<file path="src/rtl/riscv_ctrl_pkg.sv">
// Shared definitions for the multi-cycle RV32I control FSM: state encoding,
// major opcodes and the datapath select encodings driven by the controller.
package riscv_ctrl_pkg;

    typedef enum logic [2:0] {
        ST_FETCH  = 3'd0,
        ST_DECODE = 3'd1,
        ST_EXEC   = 3'd2,
        ST_MEM    = 3'd3,
        ST_WB     = 3'd4,
        ST_HALT   = 3'd5
    } state_e;

    localparam logic [6:0] OPC_OP     = 7'b0110011;
    localparam logic [6:0] OPC_OP_IMM = 7'b0010011;
    localparam logic [6:0] OPC_LUI    = 7'b0110111;
    localparam logic [6:0] OPC_AUIPC  = 7'b0010111;
    localparam logic [6:0] OPC_LOAD   = 7'b0000011;
    localparam logic [6:0] OPC_STORE  = 7'b0100011;
    localparam logic [6:0] OPC_BRANCH = 7'b1100011;
    localparam logic [6:0] OPC_JAL    = 7'b1101111;
    localparam logic [6:0] OPC_JALR   = 7'b1100111;
    localparam logic [6:0] OPC_SYSTEM = 7'b1110011;

    localparam logic [1:0] PC_SRC_PLUS4  = 2'b00;  // old_pc + 4
    localparam logic [1:0] PC_SRC_REL    = 2'b01;  // old_pc + imm
    localparam logic [1:0] PC_SRC_ALU    = 2'b10;  // ALU & ~1

    localparam logic [1:0] ALU_A_RS1     = 2'b00;
    localparam logic [1:0] ALU_A_OLD_PC  = 2'b01;
    localparam logic [1:0] ALU_A_ZERO    = 2'b10;

    localparam logic [1:0] WB_SEL_ALU    = 2'b00;
    localparam logic [1:0] WB_SEL_MEM    = 2'b01;
    localparam logic [1:0] WB_SEL_PC4    = 2'b10;

    localparam logic [1:0] ALU_OP_ADD    = 2'b00;
    localparam logic [1:0] ALU_OP_FUNCT  = 2'b01;
    localparam logic [1:0] ALU_OP_CMP    = 2'b10;

endpackage

</file>
<file path="src/rtl/riscv_branch_cond.sv">
// Branch resolution: maps funct3 and the ALU compare flags (rs1 vs rs2) to
// a taken/not-taken decision. funct3 010/011 are not branches and never taken.
module riscv_branch_cond (
    input  logic [2:0] i_funct3,
    input  logic       i_zero,
    input  logic       i_lt,
    input  logic       i_ltu,
    output logic       o_taken
);

    // Decode funct3 into the selected flag or its complement
    always_comb begin
        // NOTE: o_taken gets a default before the case so no path leaves it
        // unassigned; without it the synthesiser would infer a latch.
        o_taken = 1'b0;
        case (i_funct3)
            3'b000:  o_taken = i_zero;
            3'b001:  o_taken = !i_zero;
            3'b100:  o_taken = i_lt;
            3'b101:  o_taken = !i_lt;
            3'b110:  o_taken = i_ltu;
            3'b111:  o_taken = !i_ltu;
            default: o_taken = 1'b0;
        endcase
    end

endmodule

</file>
<file path="src/rtl/riscv_mc_control.sv">
// Multi-cycle control FSM for the RV32I merge-sort core. Sequences
// FETCH/DECODE/EXEC/MEM/WB, arbitrates the unified memory port, guards
// memory requests with a wait-cycle timeout and counts retired instructions.
// Build option: define RISCV_CTRL_ILLEGAL_TRAP_EN to halt on unlisted opcodes
// (sets illegal); otherwise they execute as NOPs and illegal reads 0.
module riscv_mc_control
    import riscv_ctrl_pkg::*;
#(
    parameter int unsigned MEM_TIMEOUT = 255
) (
    input  logic        clk,
    input  logic        reset,
    input  logic [6:0]  opcode,
    input  logic [2:0]  funct3,
    input  logic        alu_zero,
    input  logic        alu_lt,
    input  logic        alu_ltu,
    input  logic        mem_ready,
    output logic        mem_req,
    output logic        mem_we,
    output logic        mem_addr_sel,
    output logic        ir_write,
    output logic        pc_write,
    output logic [1:0]  pc_src,
    output logic [1:0]  alu_a_sel,
    output logic        alu_b_sel,
    output logic [1:0]  alu_op,
    output logic        reg_write,
    output logic [1:0]  wb_sel,
    output logic        halt,
    output logic        mem_err,
    output logic        illegal,
    output logic [31:0] instret,
    output logic [2:0]  state
);

    // Value of the wait counter on the last tolerated stalled cycle.
    localparam logic [7:0] LP_WAIT_LAST = 8'(MEM_TIMEOUT - 1);

    state_e      r_state;
    logic [6:0]  r_opcode;
    logic [2:0]  r_funct3;
    logic [7:0]  r_wait;
    logic        r_halt;
    logic        r_mem_err;
    logic [31:0] r_instret;

    state_e      w_next;
    logic        w_taken;
    logic        w_timeout;
    logic        w_retire;
    logic        w_set_halt;
    logic        w_set_err;
    logic        w_is_jump;

    riscv_branch_cond u_branch_cond (
        .i_funct3 (r_funct3),
        .i_zero   (alu_zero),
        .i_lt     (alu_lt),
        .i_ltu    (alu_ltu),
        .o_taken  (w_taken)
    );

    // A stalled request times out on its MEM_TIMEOUT-th cycle without mem_ready
    assign w_timeout = (r_state == ST_FETCH || r_state == ST_MEM) && !mem_ready
                       && (r_wait == LP_WAIT_LAST);
    assign w_is_jump = (r_opcode == OPC_JAL) || (r_opcode == OPC_JALR);

`ifdef RISCV_CTRL_ILLEGAL_TRAP_EN
    logic r_illegal;
    logic w_set_illegal;
    assign illegal = r_illegal;
`else
    assign illegal = 1'b0;
`endif

    // Next-state and datapath control decode from state and latched opcode
    always_comb begin
        w_next       = r_state;
        w_retire     = 1'b0;
        w_set_halt   = 1'b0;
        w_set_err    = 1'b0;
`ifdef RISCV_CTRL_ILLEGAL_TRAP_EN
        w_set_illegal = 1'b0;
`endif
        mem_req      = 1'b0;
        mem_we       = 1'b0;
        mem_addr_sel = 1'b0;
        ir_write     = 1'b0;
        pc_write     = 1'b0;
        pc_src       = PC_SRC_PLUS4;
        alu_a_sel    = ALU_A_RS1;
        alu_b_sel    = 1'b0;
        alu_op       = ALU_OP_ADD;
        reg_write    = 1'b0;
        wb_sel       = WB_SEL_ALU;
        case (r_state)
            ST_FETCH: begin
                mem_req = 1'b1;
                if (mem_ready) begin
                    ir_write = 1'b1;
                    w_next   = ST_DECODE;
                end else if (w_timeout) begin
                    w_set_err  = 1'b1;
                    w_set_halt = 1'b1;
                    w_next     = ST_HALT;
                end
            end
            ST_DECODE: w_next = ST_EXEC;
            ST_EXEC: begin
                case (r_opcode)
                    OPC_OP: begin
                        alu_op = ALU_OP_FUNCT;
                        w_next = ST_WB;
                    end
                    OPC_OP_IMM: begin
                        alu_b_sel = 1'b1;
                        alu_op    = ALU_OP_FUNCT;
                        w_next    = ST_WB;
                    end
                    OPC_LUI: begin
                        alu_a_sel = ALU_A_ZERO;
                        alu_b_sel = 1'b1;
                        w_next    = ST_WB;
                    end
                    OPC_AUIPC: begin
                        alu_a_sel = ALU_A_OLD_PC;
                        alu_b_sel = 1'b1;
                        w_next    = ST_WB;
                    end
                    OPC_LOAD, OPC_STORE: begin
                        alu_b_sel = 1'b1;
                        w_next    = ST_MEM;
                    end
                    OPC_BRANCH: begin
                        alu_op   = ALU_OP_CMP;
                        pc_write = 1'b1;
                        pc_src   = w_taken ? PC_SRC_REL : PC_SRC_PLUS4;
                        w_retire = 1'b1;
                        w_next   = ST_FETCH;
                    end
                    OPC_JAL: begin
                        pc_write = 1'b1;
                        pc_src   = PC_SRC_REL;
                        w_next   = ST_WB;
                    end
                    OPC_JALR: begin
                        alu_b_sel = 1'b1;
                        pc_write  = 1'b1;
                        pc_src    = PC_SRC_ALU;
                        w_next    = ST_WB;
                    end
                    OPC_SYSTEM: begin
                        w_set_halt = 1'b1;
                        w_retire   = 1'b1;
                        w_next     = ST_HALT;
                    end
                    default: begin
`ifdef RISCV_CTRL_ILLEGAL_TRAP_EN
                        w_set_illegal = 1'b1;
                        w_set_halt    = 1'b1;
                        w_next        = ST_HALT;
`else
                        pc_write = 1'b1;
                        w_retire = 1'b1;
                        w_next   = ST_FETCH;
`endif
                    end
                endcase
            end
            ST_MEM: begin
                mem_req      = 1'b1;
                mem_addr_sel = 1'b1;
                mem_we       = (r_opcode == OPC_STORE);
                if (mem_ready) begin
                    if (r_opcode == OPC_STORE) begin
                        pc_write = 1'b1;
                        w_retire = 1'b1;
                        w_next   = ST_FETCH;
                    end else begin
                        w_next = ST_WB;
                    end
                end else if (w_timeout) begin
                    w_set_err  = 1'b1;
                    w_set_halt = 1'b1;
                    w_next     = ST_HALT;
                end
            end
            ST_WB: begin
                reg_write = 1'b1;
                if (r_opcode == OPC_LOAD) wb_sel = WB_SEL_MEM;
                else if (w_is_jump)       wb_sel = WB_SEL_PC4;
                pc_write = !w_is_jump;
                w_retire = 1'b1;
                w_next   = ST_FETCH;
            end
            default: w_next = ST_HALT;
        endcase
        // Reset abandons the current instruction: no strobe may reach the datapath
        if (reset) begin
            mem_req   = 1'b0;
            mem_we    = 1'b0;
            ir_write  = 1'b0;
            pc_write  = 1'b0;
            reg_write = 1'b0;
        end
    end

    // State, opcode latch, wait counter, sticky status and retire counter
    always_ff @(posedge clk) begin
        // NOTE: every register here uses non-blocking assignment so all of them
        // sample the pre-edge values; blocking would create order-dependent logic.
        if (reset) begin
            r_state   <= ST_FETCH;
            r_opcode  <= '0;
            r_funct3  <= '0;
            r_wait    <= '0;
            r_halt    <= 1'b0;
            r_mem_err <= 1'b0;
            r_instret <= '0;
`ifdef RISCV_CTRL_ILLEGAL_TRAP_EN
            r_illegal <= 1'b0;
`endif
        end else begin
            r_state <= w_next;
            if (r_state == ST_DECODE) begin
                r_opcode <= opcode;
                r_funct3 <= funct3;
            end
            if ((r_state == ST_FETCH || r_state == ST_MEM) && !mem_ready && !w_timeout)
                r_wait <= r_wait + 8'd1;
            else
                r_wait <= '0;
            if (w_retire)   r_instret <= r_instret + 32'd1;
            if (w_set_halt) r_halt    <= 1'b1;
            if (w_set_err)  r_mem_err <= 1'b1;
`ifdef RISCV_CTRL_ILLEGAL_TRAP_EN
            if (w_set_illegal) r_illegal <= 1'b1;
`endif
        end
    end

    assign halt    = r_halt;
    assign mem_err = r_mem_err;
    assign instret = r_instret;
    assign state   = r_state;

endmodule
</file>
<file path="config.mk">
export PLATFORM = sky130hd
export DESIGN_NAME = riscv_mc_control
export DESIGN_NICKNAME = d
export VERILOG_FILES = /design/src/rtl/riscv_ctrl_pkg.sv /design/src/rtl/riscv_branch_cond.sv /design/src/rtl/riscv_mc_control.sv
export SDC_FILE = /design/constraint.sdc
export NUM_CORES = 1
export LEC_CHECK = 0
export ABC_AREA = 1
export BUFFER_PORTS_ARGS = -buffer_cell sky130_fd_sc_hd__buf_4
export CAP_MARGIN = 20
export CORE_ASPECT_RATIO = 1.4
export CORE_MARGIN = 2
export CORE_UTILIZATION = 60
export DETAILED_ROUTE_END_ITERATION = 8
export GPL_TIMING_DRIVEN = 0
export PLACE_DENSITY_LB_ADDON = 0.05
export SKIP_CTS_REPAIR_TIMING = 1
export SLEW_MARGIN = 30
export SYNTH_ARGS = -nofsm -noshare
export SYNTH_HDL_FRONTEND = slang
export SYNTH_SLANG_ARGS = --single-unit
</file>
<file path="constraint.sdc">
create_clock -name clk -period 2.8 [get_ports clk]
set_input_delay 0.28 -clock clk [delete_from_list [all_inputs] [get_ports clk]]
set_output_delay 0.28 -clock clk [all_outputs]
set_load 0.03 [all_outputs]
</file>
# [Word level (Yosys, flattened, before mapping)]
# Index checks and enable logic that the tools add are counted.
[op_classes] add_sub_neg=2 eq_ne=20 muxes=41 bitwise_logic=1 reduce_logical=21
[op_table] operator="adder 32 x 1 -> 32 bit, second input constant" n=1
[op_table] operator="equality test 7 bit, second input constant" n=4
[op_table] operator="2-to-1 mux 1 bit" n=22
[op_table] operator="equality test 7 x 6 -> 1 bit, second input constant" n=3
[op_table] operator="equality test 3 bit, second input constant" n=5
[op_table] operator="case mux 3 bit (5 select lines)" n=1
[op_table] operator="equality test 7 x 5 -> 1 bit, second input constant" n=2
[op_table] operator="2-to-1 mux 2 bit" n=6
[op_table] operator="2-to-1 mux 3 bit" n=4
[op_table] operator="OR reduction 6 bit" n=2
[op_table] operator="case mux 3 bit (3 select lines)" n=1
[op_table] operator="adder 8 x 1 -> 8 bit, second input constant" n=1
[op_table] operator="equality test 8 bit, second input constant" n=1
[op_table] operator="case mux 2 bit (2 select lines)" n=2
[op_table] operator="OR reduction 2 bit" n=4
[op_table] operator="OR reduction 8 bit" n=1
[op_table] operator="equality test 7 x 2 -> 1 bit, second input constant" n=1
[op_table] operator="OR reduction 7 bit" n=1
[op_table] operator="equality test 3 x 1 -> 1 bit, second input constant" n=2
[op_table] operator="equality test 3 x 2 -> 1 bit, second input constant" n=2
[op_table] operator="logical NOT 1 bit" n=6
[op_table] operator="logical NOT 3 bit" n=2
[op_table] operator="case mux 1 bit (3 select lines)" n=2
[op_table] operator="case mux 1 bit (6 select lines)" n=1
[op_table] operator="other kinds (5)" n=8
[word_totals] ff_bits=55 word_cells=92

# [Depth between registers and ports, before layout]
[depth] word_depth=8 ltp_mapped=10

# [Cells and area by module]
# A second synthesis with hierarchy kept.
[hier_totals] cells_unflattened=561 hier_area_um2=3545.9
[modules_own_cells] module="riscv_mc_control" n_inst=1 cells_per_inst=545 area_per_inst_um2=3477.1 seq_area_each_um2=1101.1
[modules_own_cells] module="riscv_branch_cond" n_inst=1 cells_per_inst=16 area_per_inst_um2=68.8 seq_area_each_um2=0.0

# [Worst setup path after synthesis]
# Ideal clock, no wire load.
[synth_path] path_type="register to output" startpoint="reg r_state[1] (netlist: state[1])" endpoint="out alu_b_sel" t_arrival_ps=2086 required_ps=2520 setup_slack_ps=434 path_stages_with_launch=6 path_buffers=0 path_cell_list="dfxtp_1 inv_2 nor3_4 inv_1 nor3_1 nand3b_1"
[synth_between] elab_chain_cells=2
[synth_rtl] item="from (decl)" line="riscv_mc_control.sv:40" source="state_e r_state;"
[synth_rtl] item="from (signal assigned)" line="riscv_mc_control.sv:225" source="r_state <= w_next;"
[synth_rtl] item="equality test 3 x 2 -> 1 bit" line="riscv_mc_control.sv:97" source="case (r_state)"
[synth_rtl] item="2-to-1 mux 1 bit" line="riscv_mc_control.sv:97"
[synth_rtl] item="to (decl)" line="riscv_mc_control.sv:26" source="output logic alu_b_sel,"
# Every way passes these cells.

# [Final worst setup path]
[layout_path] startpoint="reg r_state[0] (netlist: state[0])" endpoint="out pc_write"
[layout_between] elab_chain_cells=3
[layout_rtl] item="equality test 3 bit / equality test 3 x 2 -> 1 bit (equally long branches)" line="riscv_mc_control.sv:97"
[layout_rtl] item="case mux 1 bit (3 select lines) (*)" line="riscv_mc_control.sv:97"
[layout_rtl] item="2-to-1 mux 1 bit (*)" line="riscv_mc_control.sv:200" source="if (reset) begin"
[layout_rtl] item="to (decl)" line="riscv_mc_control.sv:23" source="output logic pc_write,"
# Every way passes the cells marked *; elsewhere a longest branch is shown, timed or not.

==> implementation parameters <==
Parameter                              Value

Floorplanning
  Starting Density ... 0.623
  FP Rows ... 32
  Overall die height ... 93.9 um
  Total die area ... 6410 um^2
  Io pins ... 69
  Area of the core ... 5570 um^2
  DIE WIDTH ... 68.2 um

Placed design
  Placed wire-length estimate after detailed placement ... 7450 um
  Routability congestion estimate from global placement ... 0.956
  Cell count after placement ... 686
  Port Buffers ... 65

CTS
  Max clock buf depth ... 2
  Latest clock arrival within the worst-skew pair ... 0.32 ns
  Clock buffers created by TritonCTS ... 5
  Clock slew at reported path FFs ... 0.10 ns
  Clk sink count ... 55
  Clock root cell ... clkbuf_8
  H-tree depth ... 2
  Clock tree from TritonCTS ... done

Drt
  Vias after detailed routing ... 3846
  Detailed-routing iteration count for the pre-antenna-repair pass ... 5
  Number of remaining DRC errors ... 0
  Overall routed net length ... 9810 um
  Per-cell via count in the routed design ... 5.54
  Count of nets left with antenna violations after detail routing ... 0
  First DRT Iteration DRCs ... 255
  WL per Instance ... 14.1 um

GRT
  Vias in the first global route ... 3487
  Pin count of the biggest net entering global routing ... 19
  Total global routing overflow ... 0
  Global router's overall resource usage ... 0.317
  Global-route wire length before repair ... 15500 um
  Initial antenna violation count ... 0

STA
  Hold Slack ... 0.223 ns
  Setup repair after global routing missed its margin ... false
  Achievable frequency ... 0.453 GHz
  Hold Fails Final Rpt ... 0
  Post-route clock skew ... 0.0196 ns
  Final setup violating endpoints ... 0
  Pin slew with the least headroom to its limit ... 0.585 ns
  Max-slew violations ... 0
  Final critical-path share of the clock period ... 0.789
  Summed negative setup slack over all endpoints ... 0 ns
  Slew headroom ... 0.610
  Min cycle time layout ... 2.21 ns

Finish
  Fraction of layout cells with a size suffix above 1 ... 0.177
  Commonest non-fill, non-tap cell in the layout ... nand2_1
  Fill cell instance count of the final layout ... 499
  Filler-free cell count of the finished design ... 694
  Net count reported at finish ... 644
  Register area ... 1100 um^2
  Number of antenna diodes ... 0
  Layout area overhead ... 19.2%
  Area of the multi-input gates ... 2070 um^2
  Most frequent cells in the layout ... nand2_1, nor2_1, buf_4, dfxtp_1, inv_1

Setup path
  Length in cells of the worst reg-to-reg path ... 8
  Worst setup path startpoint ... state[0]
  Worst Path Class, Setup ... flop to primary output
  RR Startpoint ... instret[0]
  Register-to-register path setup slack ... 0.90 ns
  Capturing element type of the critical path ... primary output
  Data required, critical path ... 2.52 ns
  Data arrival time of the critical path ... 1.93 ns
  Timing endpoint of the critical path ... pc_write
  Reg-to-reg critical path endpoint ... instret[12]
  Maximum fanout along the worst path ... 10
  Element type at the critical path start ... flop

Power and ir drop
  Net Switching ... 0.000441 W
  Share of total power consumed by net switching ... 0.296
  Standby leakage power ... 1.59 nW
  Clock power frac ... 0.315
  Sequential cell fraction of total power ... 0.552
  Combinational power share ... 0.133
  IR Drop Worst-Case VDD ... 0.297 mV
  Power per unit of standard cell area ... 361 nW/um^2
  Cell-internal power ... 0.00105 W
  Power, Total ... 0.00149 W

Min path
  Class of the worst hold path ... input pin to flop
  Worst hold start ... opcode[2]

Synth
  Syn nets ... 572
  Synthesized flop and latch total ... 55
  Post-synthesis instance area ... 3470 um^2
  Sequential cell area fraction in the yosys report ... 0.318
  Syn Area/Cell ... 6.27 um^2
  Synthesis Warnings ... 0
  Count of cell types in the netlist ... 33
  Post-Synthesis Cells ... 553

Job
  Max-cap violations ... 0

Outcome
  Run status ... completed
## state kept, by name, indices dropped and copies added (netlist names)
name      count
halt          1
instret      32
mem_err       1
r_funct3      3
r_opcode      7
r_wait        8
state         3
## how the worst min path moves through the flow
stage                     depth (start not counted)           to
after detailed placement                          2      mem_err
after global routing                              3  r_opcode[2]
final                                             3  r_opcode[2]
after floorplan                                   2  r_funct3[1]
after CTS                                         3  r_opcode[2]
after global placement                            1    r_wait[0]
## metal layers
| layer | global-route usage | vias up | routed length, um |
|---|---|---|---|
| met3 | 0.0480 | 28 | 421 |
| met5 | 0 | - | 0 |
| met2 | 0.578 | 130 | 5040 |
| met1 | 0.348 | 1760 | 3980 |
| met4 | 0.138 | 0 | 373 |
| li1 | - | 1928 | - |
## critical path, cell delays in order, from the launching register on
cell	delay, ns
dfxtp_1	0.39
inv_1	0.19
nand3_2	0.24
or2_2	0.36
a31oi_1	0.22
buf_4	0.20
## cells in the mapped netlist (all sizes together)
master,instances,area share
a211oi,5,0.011
xor2,14,0.035
buf,16,0.030
conb,1,0.0011
a21oi,44,0.071
clkbuf,5,0.0054
nor3,7,0.013
nand3b,2,0.0043
xnor2,5,0.013
nand2,178,0.19
nand4,34,0.061
o21ai,6,0.0087
nor4,1,0.0018
o22ai,1,0.0018
nor2,95,0.11
inv,46,0.050
dfxtp,55,0.32
nand3,32,0.058
or2,1,0.0018
clkinv,1,0.0011
ha,3,0.011
a31oi,1,0.0018
## area by class of cell
cell class	instances	area share
Timing Repair Buffer	65	0.118
Multi-Input combinational cell	430	0.501
Buffer	21	0.0294
Clock buffer	5	0.0167
Inverter	47	0.0427
Clock inverter	3	0.00545
Tap cell	68	0.0206
Sequential cell	55	0.267
## stage by stage
stage / instance area (um^2) / utilization / setup WS, ns
after floorplan: 3470 / - / 0.434
after global placement: 4040 / 0.726 / 0.967
after detailed placement: 4040 / 0.726 / 0.948
after CTS: 4130 / 0.742 / 0.589
after global routing: 4130 / 0.742 / 0.478
final: 4130 / 0.742 / 0.592
## logic make-up (layout without fill, tap and decap cells)
group                      Yosys count  in the layout  share of synthesized area
AOI/OAI and AO/OA                   57             57                     0.0942
xor gates and xnor gates            19             19                     0.0480
adders and majority gates            3              3                     0.0108
buffers and inverters               68            141                     0.0859
DFF                                 55             55                      0.318
other                                1              1                    0.00108
and+or+nand+nor                    350            350                      0.442
## power by group through the flow
stage / Sequential, W / Clock (W) / Combinational (W)
finish: 0.000823 / 0.000470 / 0.000198
floorplan: 0.000844 / 0 / 0.000129
CTS: 0.000823 / 0.000477 / 0.000197
detailed placement: 0.000841 / 0 / 0.000197
global placement: 0.000840 / 0 / 0.000192
global route: 0.000826 / 0.000501 / 0.000219
(Power assumes the default switching activity.)
